`config.mk`:
```
export PLATFORM = sky130hd
export DESIGN_NAME = led_pattern_sequencer
export DESIGN_NICKNAME = d
export VERILOG_FILES = /design/src/rtl/led_pattern_sequencer.sv
export SDC_FILE = /design/constraint.sdc
export NUM_CORES = 1
export LEC_CHECK = 0
export ABC_AREA = 1
export CAP_MARGIN = 20
export CORE_ASPECT_RATIO = 1.2
export CORE_MARGIN = 3
export CORE_UTILIZATION = 45
export DETAILED_ROUTE_END_ITERATION = 10
export PLACE_DENSITY = 0.67
export SYNTH_ARGS = -nofsm -noshare
export SYNTH_HDL_FRONTEND = slang
export SYNTH_SLANG_ARGS = --single-unit
```
`constraint.sdc`:
```
create_clock -name clk -period 5.2 [get_ports clk]
set_clock_uncertainty 0.05 [all_clocks]
set_input_delay 1.3 -clock clk [delete_from_list [all_inputs] [get_ports clk]]
set_output_delay 1.3 -clock clk [all_outputs]
set_load 0.05 [all_outputs]
```
`src/rtl/led_pattern_sequencer.sv`:
```
// led_pattern_sequencer
//   Programmable-rate prescaler plus a pattern FSM that drives an LED vector
//   through one of four display modes (COUNT, SHIFT, BOUNCE, BLINK). Mode and
//   rate are reconfigured at run time through a valid/ready port.
// Ports
//   clk        in   clock, all logic on posedge
//   rst        in   asynchronous active-high reset
//   enable     in   run request; low returns to IDLE with LEDs dark
//   cfg_valid  in   configuration offered
//   cfg_ready  out  combinational; low only during the one-cycle SWITCH state
//   cfg_mode   in   0 COUNT, 1 SHIFT, 2 BOUNCE, 3 BLINK
//   cfg_rate   in   log2 cycles per step; values above LOG2DELAY clamp
//   led        out  registered pattern
//   tick       out  registered; high in each cycle led shows a new step
module led_pattern_sequencer #(
  parameter int unsigned BITS      = 4,
  parameter int unsigned LOG2DELAY = 22
) (
  input  logic            clk,
  input  logic            rst,
  input  logic            enable,
  input  logic            cfg_valid,
  output logic            cfg_ready,
  input  logic [1:0]      cfg_mode,
  input  logic [4:0]      cfg_rate,
  output logic [BITS-1:0] led,
  output logic            tick
);

  localparam int unsigned PW  = LOG2DELAY;
  localparam int unsigned PW1 = LOG2DELAY + 1;

  localparam logic [1:0] ST_IDLE   = 2'd0;
  localparam logic [1:0] ST_RUN    = 2'd1;
  localparam logic [1:0] ST_SWITCH = 2'd2;

  localparam logic [1:0] MODE_COUNT  = 2'd0;
  localparam logic [1:0] MODE_SHIFT  = 2'd1;
  localparam logic [1:0] MODE_BOUNCE = 2'd2;
  localparam logic [1:0] MODE_BLINK  = 2'd3;

  localparam logic [4:0] MAX_RATE = 5'(LOG2DELAY);

  logic [1:0]      state_q, state_d;
  logic [1:0]      mode_q, mode_d;
  logic [4:0]      rate_q, rate_d;
  logic [PW-1:0]   presc_q, presc_d;
  logic [BITS-1:0] led_q, led_d;
  logic            tick_q, tick_d;
  logic            dir_up_q, dir_up_d;

  logic            cfg_accept;
  logic            step;
  logic [PW1-1:0]  rate_onehot;
  logic [PW-1:0]   rate_mask;
  logic [BITS-1:0] led_step;
  logic            dir_step;

  function automatic logic [BITS-1:0] seed_of(input logic [1:0] m);
    return (m == MODE_SHIFT || m == MODE_BOUNCE) ? BITS'(1) : '0;
  endfunction

  assign cfg_ready  = (state_q != ST_SWITCH);
  assign cfg_accept = cfg_valid && cfg_ready;

  // Step when the low rate bits of the prescaler are all ones; rate 0 gives an
  // empty mask, so every RUN cycle is a step.
  assign rate_onehot = PW1'(1) << rate_q;
  assign rate_mask   = PW'(rate_onehot - PW1'(1));
  assign step        = (state_q == ST_RUN) && ((presc_q & rate_mask) == rate_mask);

  // Next pattern for the current mode.
  always_comb begin
    led_step = led_q;
    dir_step = dir_up_q;
    case (mode_q)
      MODE_COUNT:  led_step = led_q + BITS'(1);
      MODE_SHIFT:  led_step = {led_q[BITS-2:0], led_q[BITS-1]};
      MODE_BOUNCE: begin
        if (dir_up_q) begin
          if (led_q[BITS-1]) begin
            led_step = led_q >> 1;
            dir_step = 1'b0;
          end else begin
            led_step = led_q << 1;
          end
        end else begin
          if (led_q[0]) begin
            led_step = led_q << 1;
            dir_step = 1'b1;
          end else begin
            led_step = led_q >> 1;
          end
        end
      end
      MODE_BLINK:  led_step = ~led_q;
      default:     led_step = led_q;
    endcase
  end

  // Next-state logic; priority is cfg accept, then enable drop, then step.
  always_comb begin
    state_d  = state_q;
    mode_d   = mode_q;
    rate_d   = rate_q;
    presc_d  = presc_q;
    led_d    = led_q;
    tick_d   = 1'b0;
    dir_up_d = dir_up_q;

    case (state_q)
      ST_IDLE: begin
        presc_d = '0;
        led_d   = '0;
        if (cfg_accept) begin
          mode_d  = cfg_mode;
          rate_d  = (cfg_rate > MAX_RATE) ? MAX_RATE : cfg_rate;
          state_d = ST_SWITCH;
        end else if (enable) begin
          state_d  = ST_RUN;
          led_d    = seed_of(mode_q);
          dir_up_d = 1'b1;
        end
      end

      ST_RUN: begin
        presc_d = presc_q + PW'(1);
        if (cfg_accept) begin
          mode_d   = cfg_mode;
          rate_d   = (cfg_rate > MAX_RATE) ? MAX_RATE : cfg_rate;
          state_d  = ST_SWITCH;
          presc_d  = '0;
          led_d    = seed_of(cfg_mode);
          dir_up_d = 1'b1;
        end else if (!enable) begin
          state_d = ST_IDLE;
          presc_d = '0;
          led_d   = '0;
        end else if (step) begin
          led_d    = led_step;
          dir_up_d = dir_step;
          tick_d   = 1'b1;
        end
      end

      ST_SWITCH: begin
        presc_d = '0;
        if (enable) begin
          state_d  = ST_RUN;
          led_d    = seed_of(mode_q);
          dir_up_d = 1'b1;
        end else begin
          state_d = ST_IDLE;
          led_d   = '0;
        end
      end

      default: begin
        state_d = ST_IDLE;
        presc_d = '0;
        led_d   = '0;
      end
    endcase
  end

  // State and datapath registers.
  always_ff @(posedge clk or posedge rst) begin
    if (rst) begin
      state_q  <= ST_IDLE;
      mode_q   <= MODE_COUNT;
      rate_q   <= MAX_RATE;
      presc_q  <= '0;
      led_q    <= '0;
      tick_q   <= 1'b0;
      dir_up_q <= 1'b1;
    end else begin
      state_q  <= state_d;
      mode_q   <= mode_d;
      rate_q   <= rate_d;
      presc_q  <= presc_d;
      led_q    <= led_d;
      tick_q   <= tick_d;
      dir_up_q <= dir_up_d;
    end
  end

  assign led  = led_q;
  assign tick = tick_q;

endmodule

```
==> key figures, run 1 <==
STA
  • Final setup vio count: 0
  • Final period utilization: between 50% and 60%
  • Slew headroom: about 62%
  • RSZ-0062 raised after global routing: no
  • Setup_tns: 0 ps
  • Max-slew violations: 0
  • Period minus WS final: about 3000 ps
  • Measured slew at the worst slew-check pin: 565 ps
  • Fmax: 0.334 GHz
  • Hold Vio Cnt, Final: 0

Worst setup path
  • Critical Path Stages: 1
  • R2r setup slk: ~2700 ps
  • Worst-path maximum fanout: 8
  • Crit path arrival time: between 1500 and 2000 ps
  • Worst reg2reg path startpoint: rate_q[3]$_DFFE_PP0P_
  • Max stage delay on crit path: between 800 and 900 ps
  • FF-to-FF End: led[1]$_DFFE_PP0P_
  • Worst path required time: roughly 3900 ps
  • Startpoint types: flop
  • Worst R2R Path Depth: 18
  • Endpoint type of the worst setup path: primary output
  • CP Class: reg -> out
  • CP delay by family, top: buffers and inverters
  • Slowest CP cell: clkdlybuf4s50_1
  • Crit path cell chain: clkdlybuf4s50_1
  • Critical Path Sink: led[0]
  • Crit. Startpoint: led[0]$_DFFE_PP0P_
  • WP buf/inv: 1

Power
  • Final Power: roughly 690 uW
  • P_sw: approximately 230 uW
  • Seq pwr share: a little under half
  • Switching Share: between 30% and 40%
  • Internal: between 400 and 500 uW
  • Pleak: between 1 and 1.5 nW
  • Maximum vdd drop: around 0.00015 V
  • Logic pwr share: 24.8%
  • P per Cell Area: about 240 mW/mm2
  • Clock group share of total power: 28.3%

Final layout
  • Area grow syn2layout: 12.0%
  • Layout net count: around 400
  • Antenna diode count: 0
  • Share of layout cells above drive strength 1: roughly 11%
  • Fin cells: about 450

Clock tree
  • Total CTS buffers: 5
  • Clock insertion delay at the later pin of the skew report: 290 ps
  • Hold buffers post-CTS: 0
  • TritonCTS Sinks: 37
  • Clock Path Buffers: 2
  • Clk slew on worst S/H paths: ~80 ps
  • PostCTS Resize Cnt: 0
  • CTS tree: built
  • Post-CTS Setup Repair Bufs: 0
  • # H-tree levels: 2
  • Clock Tree Root: clkbuf_8

Placement
  • GP Congestion: ~0.83
  • Dpl cells: 438
  • # port buffers: 16
  • DP Wirelength: between 4000 and 5000 um

Yosys
  • Gate Count Post-Synth: between 300 and 400
  • Post-synth top area share: between 30% and 40%
  • Netlist area before placement: 0.00258 mm2
  • Post-synth cell types: 36
  • Register area share after synthesis: between 30 and 40%
  • Synth Register Bits: 37
  • Top post-synthesis cells by area: dfrtp_1 (32%), nand2_1 (10%), inv_1 (8.1%)
  • Syn_area_per_cell: just over 7 um2
  • Syn_nets: ~380
  • Synth warn: 0
  • Synth area leader: dfrtp_1

Min path
  • HP Class: reg -> reg

Outcome
  • Outcome: finished, final reports clean

Drt
  • WL/cell: 12.6 um
  • DRT iter0 DRCs: 100
  • DRT Pass-1 Iters: 4
  • DRC Markers: 0
  • Via density: 5.38
  • Via count: ~2,400
  • Final wirelength: roughly 5600 um
  • DRT antenna net count: 0

Floorplan
  • Die W: between 70 and 80 um
  • Die Ht: 89.0 um
  • # IOs: 17
  • Initial Util: about 48%
  • # rows: 29
  • DIE AREA: approximately 0.0067 mm2
  • Core Box Area: roughly 0.0054 mm2

Global route
  • GRT overflow: 0
  • Vias in the first global route: 2,212
  • Largest net degree at the start of global routing: 38
  • GRT Util Overall: 18.9%
  • Antenna violations before repair: 0
  • Global-route wire length before repair: approximately 10000 um

Run
  • Max_cap viols: 0
==> routing by layer <==
metal  share of wire, %  up-vias  global-route usage [%]
met1                 46     1109                    26.0
met5                  0        -                       0
li1                   -     1232                       -
met2                 48       50                    30.7
met4                1.4        0                    5.88
met3                4.2        7                    2.36
==> layout make-up <==
class | instances | area, um2
Tap cell | 62 | 77.6
Timing Repair Buffer | 17 | 168
Clock inverter | 2 | 10.0
Multi-Input combinational cell | 261 | 1410
Clock buffer | 6 | 72.6
Sequential cell | 37 | 931
Fill cell | 517 | 2510
Inverter | 61 | 229
==> stage by stage <==
| step | setup slack, ps | utilization [%] | hold slack, ps | cell area, um2 |
|---|---|---|---|---|
| 6_report | 2200 | 53.5 | 428 | 2890 |
| 3_5_place_dp | 2010 | 52.0 | 416 | 2810 |
| 5_1_grt | 2130 | 53.5 | 454 | 2890 |
| 2_1_floorplan | 2970 | - | 391 | 2580 |
| 4_1_cts | 2200 | 53.5 | 428 | 2890 |
| 3_3_place_gp | 2100 | 52.0 | 417 | 2810 |
==> power by group through the flow <==
stage	sequential [mW]	clock [mW]	combinational, mW
global placement	0.330	0	0.171
detailed placement	0.330	0	0.171
CTS	0.324	0.202	0.172
finish	0.324	0.195	0.171
global route	0.327	0.211	0.195
floorplan	0.326	0	0.130
==> cell usage after synthesis <==
cell,n
nand2_1,69
inv_1,56
a21oi_1,35
dfrtp_1,33
nor2_1,32
o21ai_0,28
nand3_1,25
ha_1,8
nand2_2,7
nor3_1,7
nand4_1,6
nor2_4,6
dfstp_2,4
inv_2,4
nor2_2,4
o21a_1,4
a211oi_1,3
o21ai_1,3
o21ai_2,3
a22oi_1,2
a31o_2,2
a31oi_1,2
a32oi_1,2
buf_2,2
clkbuf_1,2
nand2_4,2
nand3_4,2
o22ai_1,2
and3_1,1
clkinv_1,1
nor4_1,1
o2111ai_1,1
o211ai_1,1
o21bai_1,1
or2_2,1
xor2_1,1
==> worst min path at each step <==
stage,start,end,slack [ps],depth (start not counted)
3_3_place_gp,state_q[0]$_DFFE_PP0P_,state_q[0]$_DFFE_PP0P_,420,1
2_1_floorplan,state_q[0]$_DFFE_PP0P_,state_q[0]$_DFFE_PP0P_,390,1
3_5_place_dp,state_q[0]$_DFFE_PP0P_,state_q[0]$_DFFE_PP0P_,420,1
4_1_cts,state_q[0]$_DFFE_PP0P_,state_q[0]$_DFFE_PP0P_,430,1
5_1_grt,state_q[0]$_DFFE_PP0P_,state_q[0]$_DFFE_PP0P_,450,1
6_report,state_q[0]$_DFFE_PP0P_,state_q[0]$_DFFE_PP0P_,430,1
==> state kept, by name, summed over array words and instances (netlist names) <==
signal    count
dir_up_q      1
state_q       2
led           4
rate_q        5
mode_q        2
tick          1
presc_q      22
==> logic make-up (layout without fill, tap and decap cells) <==
logic type | Yosys count | in the layout | share of synthesized area [%]
AOI/OAI and AO/OA | 89 | 89 | 19.7
DFF | 37 | 37 | 36.0
buffers and inverters | 65 | 86 | 9.54
xor gates and xnor gates | 1 | 1 | 0.339
and+or+nand+nor | 163 | 163 | 30.6
adders and majority gates | 8 | 8 | 3.87
==> cells in the final DEF (no fill, tap or decap), drive strengths merged, types with 3 or more instances in the layout <==
| cell type | synthesis | routed |
|---|---|---|
| ha | 8 | 8 |
| nand2 | 78 | 78 |
| dfrtp | 33 | 33 |
| inv | 60 | 60 |
| clkinv | 1 | 3 |
| o21ai | 34 | 34 |
| o21a | 4 | 4 |
| nand3 | 27 | 27 |
| nor3 | 7 | 7 |
| clkbuf | 2 | 6 |
| nor2 | 42 | 42 |
| dfstp | 4 | 4 |
| clkdlybuf4s50 | 0 | 16 |
| nand4 | 6 | 6 |
| a21oi | 35 | 35 |
| a211oi | 3 | 3 |
No activity file was read; power rests on OpenSTA's default activity.
==> inputs of run 2 (changes only) <==
Clock period 5.2 ns to 2.9 ns, I/O delays scaled along.
==> key figures, run 2 (synthesis results as in run 1) <==
Final layout
  • Largest register by flop count: presc_q (unchanged)
  • Most common cell after layout, fill and taps aside: nand2_1 (unchanged)
  • Share of layout cells above drive strength 1: 11.6% (was 11.2%)
  • Finished layout cell area: 0.00292 mm2 (was 0.00289 mm2)
  • Max reg flops: 22 (unchanged)
  • Antenna diode count: 0 (unchanged)
  • Highest-count cells in the layout ignoring fill and taps: nand2_1 (69), inv_1 (56), a21oi_1 (35) (unchanged)
  • Fin cells: 449 (was 446)
  • Area grow syn2layout: 13.2% (was 12.0%)
  • Layout net count: 405 (was 402)

Placement
  • Dpl cells: 441 (was 438)
  • Placed inst area: 0.00283 mm2 (was 0.00281 mm2)
  • GP Congestion: 0.884 (was 0.834)
  • DP Wirelength: 4350 um (about the same)
  • # port buffers: 16 (unchanged)

Worst setup path
  • Worst R2R Path Depth: 16 (was 18)
  • Endpoint type of the worst setup path: flop (was primary output)
  • R2r setup slk: 450 ps (was 2700 ps)
  • Worst reg2reg path startpoint: rate_q[1]$_DFFE_PP1P_ (was rate_q[3]$_DFFE_PP0P_)
  • Crit path arrival time: 2630 ps (was 1650 ps)
  • Worst path required time: 3080 ps (was 3850 ps)
  • Worst-path maximum fanout: 7 (was 8)
  • Startpoint types: flop (unchanged)
  • FF-to-FF End: led[1]$_DFFE_PP0P_ (unchanged)
  • Crit. Startpoint: rate_q[1]$_DFFE_PP1P_ (was led[0]$_DFFE_PP0P_)
  • CP Class: reg -> reg (was reg -> out)

STA
  • Setup_tns: 0 ps (unchanged)
  • Hold slack: 435 ps (was 428 ps)
  • Max-slew violations: 0 (unchanged)
  • Final period utilization: a little over four fifths
  • Hold Vio Cnt, Final: 0 (unchanged)
  • RSZ-0062 raised after global routing: no (unchanged)
  • Fmax: slightly above 0.4 GHz
  • Period minus WS final: 2450 ps
  • Final setup vio count: 0 (unchanged)
  • Measured slew at the worst slew-check pin: 551 ps (was 565 ps)
  • Slew headroom: 63.2% (was 62.2%)

Drt
  • DRC Markers: 0 (unchanged)
  • WL/cell: 13.0 um (was 12.6 um)
  • Via count: 2,426 (was 2,398)
  • Via density: 5.40 (was 5.38)
  • DRT antenna net count: 0 (unchanged)
  • Final wirelength: 5820 um (was 5640 um)
  • DRT iter0 DRCs: 117 (was 100)
  • DRT Pass-1 Iters: 4 (unchanged)

Floorplan
  • Initial Util: 47.8% (unchanged)
  • Die W: 75.2 um (unchanged)
  • Core Box Area: 0.00541 mm2 (unchanged)
  • Die Ht: 89.0 um (unchanged)
  • # rows: 29 (unchanged)
  • # IOs: 17 (unchanged)
  • DIE AREA: 0.00669 mm2 (unchanged)

Global route
  • M3 GR Usage: 4.05% (was 2.36%)
  • GRT overflow: 0 (unchanged)
  • Global-route wire length before repair: 10,000 um (was 9920 um)
  • GRT Util Overall: 19.4% (was 18.9%)
  • Met2 usage: 31.3% (was 30.7%)
  • GR Util met1: 25.4% (was 26.0%)
  • Antenna violations before repair: 0 (unchanged)
  • Largest net degree at the start of global routing: 38 (unchanged)
  • GRT Max-Usage Layer: met2 (unchanged)
  • Vias in the first global route: 2,325 (was 2,212)

Power
  • Pleak: 1.33 nW (was 1.32 nW)
  • Maximum vdd drop: 0.000347 V (was 0.000150 V)
  • P per Cell Area: 436 mW/mm2 (was 239 mW/mm2)

Clock tree
  • Post-CTS Setup Repair Bufs: 0 (unchanged)
  • Clock Tree Root: clkbuf_8 (unchanged)
  • # H-tree levels: 2 (unchanged)
  • Total CTS buffers: 5 (unchanged)
  • TritonCTS Sinks: 37 (unchanged)
  • Clk slew on worst S/H paths: 80 ps (about the same)
  • Clock insertion delay at the later pin of the skew report: 300 ps (was 290 ps)
  • CTS tree: built (unchanged)
  • Clock Path Buffers: 2 (unchanged)
  • PostCTS Resize Cnt: 0 (unchanged)
  • Hold buffers post-CTS: 0 (unchanged)

Min path
  • WHS Path Cells: 1 (unchanged)
  • Hold Path End: state_q[0]$_DFFE_PP0P_ (unchanged)
  • HP Start: state_q[0]$_DFFE_PP0P_ (unchanged)
  • HP Class: reg -> reg (unchanged)

Run
  • Max_cap viols: 0 (unchanged)

Outcome
  • Outcome: finished, final reports clean (unchanged)
run 2: cell count changes in the layout (fill, tap and decap cells not counted), sizes merged:
cell,before,now
clkbuf,6,8
clkinv,3,1
buf,1,4
run 2: power breakdown:
group	switching (mW)	internal (mW)
combinational	0.198	0.115
sequential	0.0381	0.544
clock	0.187	0.194
run 2: metrics by stage:
stage          utilization [%]  power, mW  setup WS, ps
2_1_floorplan                -      0.819           722
3_3_place_gp              52.4      0.901           522
3_5_place_dp              52.4      0.901           456
4_1_cts                   54.1       1.29           436
5_1_grt                   54.1       1.36           136
6_report                  54.1       1.28           449
run 2: per-layer routing:
metal	routed length, um	vias to the layer above
met4	59	0
met3	232	5
met1	2870	1124
met5	0	-
li1	-	1243
met2	2660	54
run 2: area by class of cell:
cell class                 instances  area, um2
sequential                        37        931
multi-input combinational        261       1410
timing repair buffer              20        190
fill                             508       2480
tap                               62       77.6
clock buffer                       8       90.1
inverter                          61        229
run 2: worst max-delay path by stage:
stage                                      end  slack (ps)  cells after the start
after floorplan             led[1]$_DFFE_PP0P_         720                     17
after global placement      led[2]$_DFFE_PP0P_         520                     17
after detailed placement    led[1]$_DFFE_PP0P_         460                     16
after CTS                   led[1]$_DFFE_PP0P_         440                     16
after global routing      dir_up_q$_DFFE_PP1P_         140                     19
final                       led[1]$_DFFE_PP0P_         450                     16
run 2: critical path: stages (launching register included):
cell and delay (ps):
dfstp_2 660, nor2_1 80, buf_4 150, nand2_1 60
ha_1 300, nand2_2 130, nor2_4 120, nand2_1 60
nand3_1 80, nand2_1 50, nor2_1 100, nand2_1 70
nor2_2 120, nand2_2 100, nor2_4 120, nand2_1 70
o21ai_2 50
